$ cat config.mk
export PLATFORM = sky130hd
export DESIGN_NAME = uart_cmd_ctrl
export DESIGN_NICKNAME = d
export VERILOG_FILES = /design/src/rtl/uart_cmd_ctrl.sv
export SDC_FILE = /design/constraint.sdc
export NUM_CORES = 1
export LEC_CHECK = 0
export CAP_MARGIN = 20
export CORE_AREA = 2 2 160 162
export CTS_CLUSTER_DIAMETER = 100
export CTS_CLUSTER_SIZE = 16
export DETAILED_ROUTE_END_ITERATION = 8
export DIE_AREA = 0 0 162 164
export GPL_TIMING_DRIVEN = 0
export RECOVER_POWER = 100
export SETUP_SLACK_MARGIN = 0.05
export SYNTH_ARGS = -nofsm -noshare
export SYNTH_HDL_FRONTEND = slang
export SYNTH_SLANG_ARGS = --single-unit
$ cat constraint.sdc
create_clock -name sclk -period 3 [get_ports sclk]
set_input_delay 0.6 -clock sclk [delete_from_list [all_inputs] [get_ports sclk]]
set_output_delay 0.6 -clock sclk [all_outputs]
set_load 0.005 [all_outputs]
$ cat src/rtl/uart_cmd_ctrl.sv
// ---------------------------------------------------------------------------
// uart_cmd_ctrl
//   Turns the byte stream from the UART receiver into SDRAM commands. It
//   parses framed commands:
//     SOF, OP, A[23:16], A[15:8], A[7:0], LEN, payload (write only), CHK
//   CHK is the XOR of every byte from OP through the last payload byte.
//   A write payload is held in a local buffer until its checksum is verified.
//   After that, one command is issued, followed by the payload stream.
//
// Handshakes:
//   A transfer happens on a rising sclk edge where valid && ready.
//   A valid signal, and everything it qualifies, stays stable until that
//   transfer. Valid never waits for ready.
//
// Ports:
//   sclk, reset          clock and asynchronous active-low reset
//   rx_data, rx_vld      received byte and its 1-cycle strobe
//   cmd_valid/cmd_ready  command handshake (cmd_wr, cmd_addr, cmd_len)
//   wd_valid/wd_ready    write payload handshake (wd_data)
//   busy                 frame in progress or command/payload outstanding
//   frame_err, err_code  1-cycle error pulse; the code is held until the
//                        next error (0 op, 1 len, 2 chk, 3 timeout)
//   ovr                  1-cycle pulse for a byte dropped during ISSUE/DRAIN
//   dbg_state            current FSM state, for checkers
// ---------------------------------------------------------------------------
module uart_cmd_ctrl #(
    parameter int          TIMEOUT_CYC = 50000,
    parameter int          MAX_LEN     = 16,
    parameter logic [7:0]  SOF_BYTE    = 8'hAA
) (
    input  logic        sclk,
    input  logic        reset,
    input  logic [7:0]  rx_data,
    input  logic        rx_vld,
    output logic        cmd_valid,
    input  logic        cmd_ready,
    output logic        cmd_wr,
    output logic [23:0] cmd_addr,
    output logic [7:0]  cmd_len,
    output logic        wd_valid,
    input  logic        wd_ready,
    output logic [7:0]  wd_data,
    output logic        busy,
    output logic        frame_err,
    output logic [1:0]  err_code,
    output logic        ovr,
    output logic [3:0]  dbg_state
);

    localparam int         AW        = (MAX_LEN > 1) ? $clog2(MAX_LEN) : 1;
    localparam int         TW        = $clog2(TIMEOUT_CYC);
    localparam logic [TW-1:0] TMO_TC = TW'(TIMEOUT_CYC - 1);
    localparam logic [7:0] MAX_LEN_B = 8'(MAX_LEN);

    typedef enum logic [3:0] {
        S_IDLE  = 4'd0,
        S_OP    = 4'd1,
        S_A2    = 4'd2,
        S_A1    = 4'd3,
        S_A0    = 4'd4,
        S_LEN   = 4'd5,
        S_PAY   = 4'd6,
        S_CHK   = 4'd7,
        S_ISSUE = 4'd8,
        S_DRAIN = 4'd9
    } state_t;

    state_t          state_q, state_d;
    logic            wr_q, wr_d;
    logic [23:0]     addr_q, addr_d;
    logic [7:0]      len_q, len_d;
    logic [AW-1:0]   idx_q, idx_d;
    logic [TW-1:0]   tmo_q, tmo_d;
    logic [7:0]      chk_q, chk_d;
    logic            frame_err_q, frame_err_d;
    logic [1:0]      err_code_q, err_code_d;
    logic            ovr_q, ovr_d;
    logic            mem_we;
    logic            in_frame;
    logic            last_idx;
    logic [7:0]      pay_mem [MAX_LEN];

    // ---------------- state register ----------------
    always_ff @(posedge sclk or negedge reset) begin
        if (!reset) begin
            state_q     <= S_IDLE;
            wr_q        <= 1'b0;
            addr_q      <= '0;
            len_q       <= '0;
            idx_q       <= '0;
            tmo_q       <= '0;
            chk_q       <= '0;
            frame_err_q <= 1'b0;
            err_code_q  <= 2'd0;
            ovr_q       <= 1'b0;
        end else begin
            state_q     <= state_d;
            wr_q        <= wr_d;
            addr_q      <= addr_d;
            len_q       <= len_d;
            idx_q       <= idx_d;
            tmo_q       <= tmo_d;
            chk_q       <= chk_d;
            frame_err_q <= frame_err_d;
            err_code_q  <= err_code_d;
            ovr_q       <= ovr_d;
        end
    end

    // The payload buffer needs no reset. DRAIN only reads entries that were
    // written earlier in the same frame.
    always_ff @(posedge sclk) begin
        if (mem_we) begin
            pay_mem[idx_q] <= rx_data;
        end
    end

    // ---------------- next-state logic ----------------
    always_comb begin
        state_d     = state_q;
        wr_d        = wr_q;
        addr_d      = addr_q;
        len_d       = len_q;
        idx_d       = idx_q;
        tmo_d       = '0;
        chk_d       = chk_q;
        frame_err_d = 1'b0;
        err_code_d  = err_code_q;
        ovr_d       = 1'b0;
        mem_we      = 1'b0;

        in_frame = (state_q inside {S_OP, S_A2, S_A1, S_A0, S_LEN, S_PAY, S_CHK});
        last_idx = (8'(idx_q) == (len_q - 8'd1));

        // Inter-byte timeout. A byte arriving at the terminal count wins,
        // because the count is only examined in cycles without rx_vld.
        if (in_frame && !rx_vld) begin
            if (tmo_q == TMO_TC) begin
                state_d     = S_IDLE;
                frame_err_d = 1'b1;
                err_code_d  = 2'd3;
            end else begin
                tmo_d = tmo_q + TW'(1);
            end
        end

        unique case (state_q)
            S_IDLE: begin
                if (rx_vld && (rx_data == SOF_BYTE)) begin
                    state_d = S_OP;
                    chk_d   = 8'h00;
                    idx_d   = '0;
                end
            end
            S_OP: begin
                if (rx_vld) begin
                    chk_d = chk_q ^ rx_data;
                    if (rx_data == 8'h01) begin
                        wr_d    = 1'b1;
                        state_d = S_A2;
                    end else if (rx_data == 8'h02) begin
                        wr_d    = 1'b0;
                        state_d = S_A2;
                    end else begin
                        state_d     = S_IDLE;
                        frame_err_d = 1'b1;
                        err_code_d  = 2'd0;
                    end
                end
            end
            S_A2: begin
                if (rx_vld) begin
                    chk_d          = chk_q ^ rx_data;
                    addr_d[23:16]  = rx_data;
                    state_d        = S_A1;
                end
            end
            S_A1: begin
                if (rx_vld) begin
                    chk_d         = chk_q ^ rx_data;
                    addr_d[15:8]  = rx_data;
                    state_d       = S_A0;
                end
            end
            S_A0: begin
                if (rx_vld) begin
                    chk_d        = chk_q ^ rx_data;
                    addr_d[7:0]  = rx_data;
                    state_d      = S_LEN;
                end
            end
            S_LEN: begin
                if (rx_vld) begin
                    chk_d = chk_q ^ rx_data;
                    len_d = rx_data;
                    idx_d = '0;
                    if ((rx_data == 8'h00) || (rx_data > MAX_LEN_B)) begin
                        state_d     = S_IDLE;
                        frame_err_d = 1'b1;
                        err_code_d  = 2'd1;
                    end else begin
                        state_d = wr_q ? S_PAY : S_CHK;
                    end
                end
            end
            S_PAY: begin
                if (rx_vld) begin
                    chk_d  = chk_q ^ rx_data;
                    mem_we = 1'b1;
                    if (last_idx) begin
                        idx_d   = '0;
                        state_d = S_CHK;
                    end else begin
                        idx_d = idx_q + AW'(1);
                    end
                end
            end
            S_CHK: begin
                if (rx_vld) begin
                    if (rx_data == chk_q) begin
                        state_d = S_ISSUE;
                    end else begin
                        state_d     = S_IDLE;
                        frame_err_d = 1'b1;
                        err_code_d  = 2'd2;
                    end
                end
            end
            S_ISSUE: begin
                ovr_d = rx_vld;
                if (cmd_ready) begin
                    idx_d   = '0;
                    state_d = wr_q ? S_DRAIN : S_IDLE;
                end
            end
            S_DRAIN: begin
                ovr_d = rx_vld;
                if (wd_ready) begin
                    if (last_idx) begin
                        idx_d   = '0;
                        state_d = S_IDLE;
                    end else begin
                        idx_d = idx_q + AW'(1);
                    end
                end
            end
            default: begin
                state_d = S_IDLE;
            end
        endcase
    end

    // ---------------- output logic ----------------
    always_comb begin
        cmd_valid = (state_q == S_ISSUE);
        wd_valid  = (state_q == S_DRAIN);
        busy      = (state_q != S_IDLE);
        // wd_data is gated so that it reads zero outside DRAIN, including
        // after reset while the buffer is still unwritten.
        wd_data   = (state_q == S_DRAIN) ? pay_mem[idx_q] : 8'h00;
        cmd_wr    = wr_q;
        cmd_addr  = addr_q;
        cmd_len   = len_q;
        frame_err = frame_err_q;
        err_code  = err_code_q;
        ovr       = ovr_q;
        dbg_state = state_q;
    end

endmodule

==> insert_results.sql <==
INSERT INTO impl_metrics (metric_group, metric, value, unit) VALUES
('die', 'die_height', '164', 'um'),
('grt', 'grt_use_total', '15.4', '%'),
('clock_network', 'cts_inserted_buffers', '17', ''),
('drt', 'ant_nets', '0', ''),
('pwr', 'power.ir.vdd_worst', '0.384', 'mV'),
('grt', 'grt_first_pass_wirelength', '30700', 'um'),
('pwr', 'cellLeakagePower', '3.82', 'nW'),
('synth', 'synth.ff_latch_count', '197', ''),
('sta', 'fin_crit_sh', '104', '%'),
('synth', 'synth.area.mux_share', '14.2', '%'),
('flow_run', 'drv_cap', '1', ''),
('grt', 'grt_overflow', '0', ''),
('synth', 'combinational_family_with_the_most_area_after_synthesis', 'multiplexers', ''),
('synth', 'yosys.area_share.simple', '9.86', '%'),
('setup_path', 'worstPathRequired', '2.40', 'ns'),
('sta', 'tightestPinTransition', '1.76', 'ns'),
('clock_network', 'worstSkewPairLatency', '0.44', 'ns'),
('grt', 'antenna_found_initial', '0', ''),
('setup_path', 'worst_setup_path_start_kind', 'flop', ''),
('sta', 'worst_slack', '-0.107', 'ns'),
('die', 'core_area', '0.0248', 'mm2'),
('clock_network', 'cts_sinks', '197', ''),
('min_path', 'hp-class', 'reg2reg', ''),
('drt', 'drt_iter0_drcs', '332', ''),
('setup_path', 'worst_path_max_delay_cell', 'mux4_2', ''),
('setup_path', 'cp_cell_sequence', 'buf_12 > buf_12 > buf_12 > mux4_2 > mux4_2 > and2_4 > buf_6', ''),
('die', 'die_w', '162', 'um'),
('clock_network', 'clock_path_buffers', '2', ''),
('sta', 'timing.clock.skew', '0.00863', 'ns'),
('cells_and_area', 'layout-drive-gt1-share', '21.3', '%'),
('outcome', 'failed_checks', 'capacitance limit, slew limit, setup timing', ''),
('placement', 'place.detailed.hpwl', '13500', 'um'),
('outcome', 'result_of_the_run', 'finished, violations left', ''),
('grt', 'grt_pass1_vias', '5426', ''),
('sta', 'achievable-frequency', '322', 'MHz'),
('drt', 'route.detailed.drc', '0', ''),
('sta', 'pins_over_their_slew_limit', '70', ''),
('placement', 'finalWeightedCongestion', '0.855', ''),
('drt', 'drt_wl_total', '19800', 'um'),
('setup_path', 'path_max_fanout', '6', ''),
('cells_and_area', 'area_added_between_synthesis_and_finish', '22.5', '%'),
('synth', 'synth_compound_area_share', '4.73', '%'),
('setup_path', 'cp-end-kind', 'primary output', ''),
('drt', 'routed_via_density', '5.14', ''),
('synth', 'synth-seq-area-share', '64.9', '%'),
('pwr', 'power.internal', '5.31', 'mW'),
('die', 'ios', '65', ''),
('sta', 'relSlewSlack', '-17.4', '%'),
('grt', 'grt_start_max_net_pins', '70', ''),
('setup_path', 'crit_path_max_incr_delay', '0.51', 'ns'),
('cells_and_area', 'nFillCells', '2233', ''),
('synth', 'syn_area', '0.00858', 'mm2'),
('drt', 'dr_total_vias', '5242', ''),
('pwr', 'p_switching', '2.16', 'mW'),
('sta', 'setup_viol', '8', ''),
('die', 'start_util', '34.6', '%'),
('cells_and_area', 'antennaDiodeCount', '0', ''),
('drt', 'detail_route.first_pass.iterations', '6', ''),
('cells_and_area', 'area.sequential', '0.00557', 'mm2'),
('cells_and_area', 'multi_input_comb_area', '0.00285', 'mm2'),
('clock_network', 'cts_hold_repair.buffers', '0', ''),
('sta', 'finalHoldViolCount', '0', ''),
('setup_path', 'critPathArrivalTime', '2.51', 'ns'),
('synth', 'synth-edff-count', '128', ''),
('die', 'floorplan.die_area', '0.0266', 'mm2'),
('placement', 'io_buffers', '64', ''),
('synth', 'syn-instance-count', '576', ''),
('synth', 'synth.distinct_cells', '56', ''),
('clock_network', 'root_driver', 'clkbuf_16', ''),
('pwr', 'power.share.combinational', '23.7', '%'),
('synth', 'post_synth_fa_ha_maj_area_fraction', '0.875', '%');
## repair_timing
item	CTS	global route
setup endpoints to repair	149	99
setup buffers	12	1
pin swaps	8	1
resized for setup	97	25
gates cloned	1	0
## cell families (layout without fill, tap and decap cells)
| group | Yosys count | after routing |
|---|---|---|
| and+or+nand+nor | 169 | 169 |
| xor gates and xnor gates | 30 | 30 |
| buffers and inverters | 46 | 159 |
| muxes | 68 | 68 |
| AOI/OAI and AO/OA | 60 | 60 |
| DFF | 197 | 197 |
| adders and majority gates | 6 | 6 |
## cell usage after synthesis, types with 2 or more instances
master,instances,area share [%]
a2111oi_0,2,0.20
a211o_1,5,0.51
a21o_1,2,0.17
a21oi_1,6,0.35
a31oi_1,3,0.22
and2_1,8,0.58
and3_1,4,0.29
buf_1,2,0.088
buf_2,9,0.53
buf_6,2,0.26
clkbuf_1,20,0.88
dfrtp_1,69,20
edfxtp_1,128,45
ha_1,6,0.88
inv_1,12,0.53
mux2_1,14,1.8
mux2_2,14,1.8
mux4_2,40,11
nand2_1,26,1.1
nand2b_1,18,1.3
nand3_1,11,0.64
nand4_1,4,0.29
nor2_1,56,2.5
nor2b_1,2,0.15
nor3_1,14,0.82
nor4_1,7,0.51
o21a_1,2,0.17
o21ai_0,7,0.41
o21ai_1,15,0.88
o22a_1,3,0.31
o22ai_1,2,0.15
o31ai_1,2,0.17
or2_1,3,0.22
or3_1,5,0.36
or4_1,4,0.35
xnor2_1,9,0.92
xor2_1,21,2.1
## placed cells by master (no fill, tap or decap), types with 5 or more instances in the layout
cell type      instances
nand2b_1              17
xnor2_1                9
nor4_1                 7
or3_1                  6
a211o_1                5
clkbuf_1              20
clkbuf_16             17
xor2_1                21
buf_4                  9
and2_4                 5
inv_1                 12
mux2_1                14
mux2_2                14
nand3_1               11
o21ai_0                8
nor2_1                45
buf_2                 10
dfrtp_1               69
nand2_1               26
ha_1                   6
buf_12                 7
o21ai_1               14
dlygate4sd3_1         43
nor2_2                11
buf_6                  7
a21oi_1                6
mux4_2                40
edfxtp_1             128
nor3_1                14
## metal layers
metal  vias to the layer above  track usage (%)  routed length (um)
met1                      2724             19.9                8610
li1                       2370                -                   -
met3                        21             2.40                 731
met5                         -                0                   0
met4                         0             4.83                 290
met2                       127             26.7               10200
## power groups by stage
stage	Combinational (mW)	Sequential, mW	Clock (mW)
after detailed placement	1.82	3.47	0
after floorplan	0.993	3.43	0
after CTS	1.89	3.41	2.34
after global placement	1.78	3.46	0
final	1.77	3.40	2.29
after global routing	1.96	3.45	2.44
## path summary, 6_finish.rpt
path | start | endpoint | slack (ns) | cells past startpoint
worst min-delay path | cmd_addr[6] | cmd_addr[6] | 0.49 | 1
worst max-delay path | idx_q[0] | wd_data[2] | -0.11 | 7
min in group asynchronous | reset | tmo_q[8] | 0.63 | 1
worst min register to register | cmd_addr[6] | cmd_addr[6] | 0.49 | 1
worst max register to register | dbg_state[3] | pay_mem[1][7] | 0.22 | 7
max in group asynchronous | reset | idx_q[1] | 1.32 | 1
## metrics by stage
stage / worst slack [ns] / cell area [um2] / cells / total power [mW]
finish: -0.107 / 10500 / 1019 / 7.47
global route: -0.187 / 10500 / 1019 / 7.84
CTS: -0.133 / 10600 / 1018 / 7.64
detailed placement: -0.711 / 9660 / 973 / 5.29
global placement: -0.988 / 9630 / 970 / 5.24
floorplan: 0.187 / 8580 / 576 / 4.43
## registers in the layout, indices dropped and copies added, names as in the netlist, 2 cells and up
| signal | count |
|---|---|
| idx_q | 4 |
| dbg_state | 4 |
| pay_mem | 128 |
| tmo_q | 16 |
| chk_q | 8 |
| cmd_addr | 24 |
| cmd_len | 8 |
| err_code | 2 |
## cell type report
class / instances / share of cell area [%]
inverters: 12 / 0.429
repair buffers: 81 / 7.53
flip-flops and latches: 197 / 53.0
well taps: 330 / 3.93
plain buffers: 34 / 2.35
clock inverters: 15 / 1.60
multi-input cells: 333 / 27.1
clock buffers: 17 / 4.05
## worst max-delay path: cells and delay by family, from the launching register on
kind,cells,cell delay [ns]
simple gates,1,0.16
buf+inv,4,0.50
flops,1,0.39
mux,2,1.01
Power figures use the tool's default switching activity.
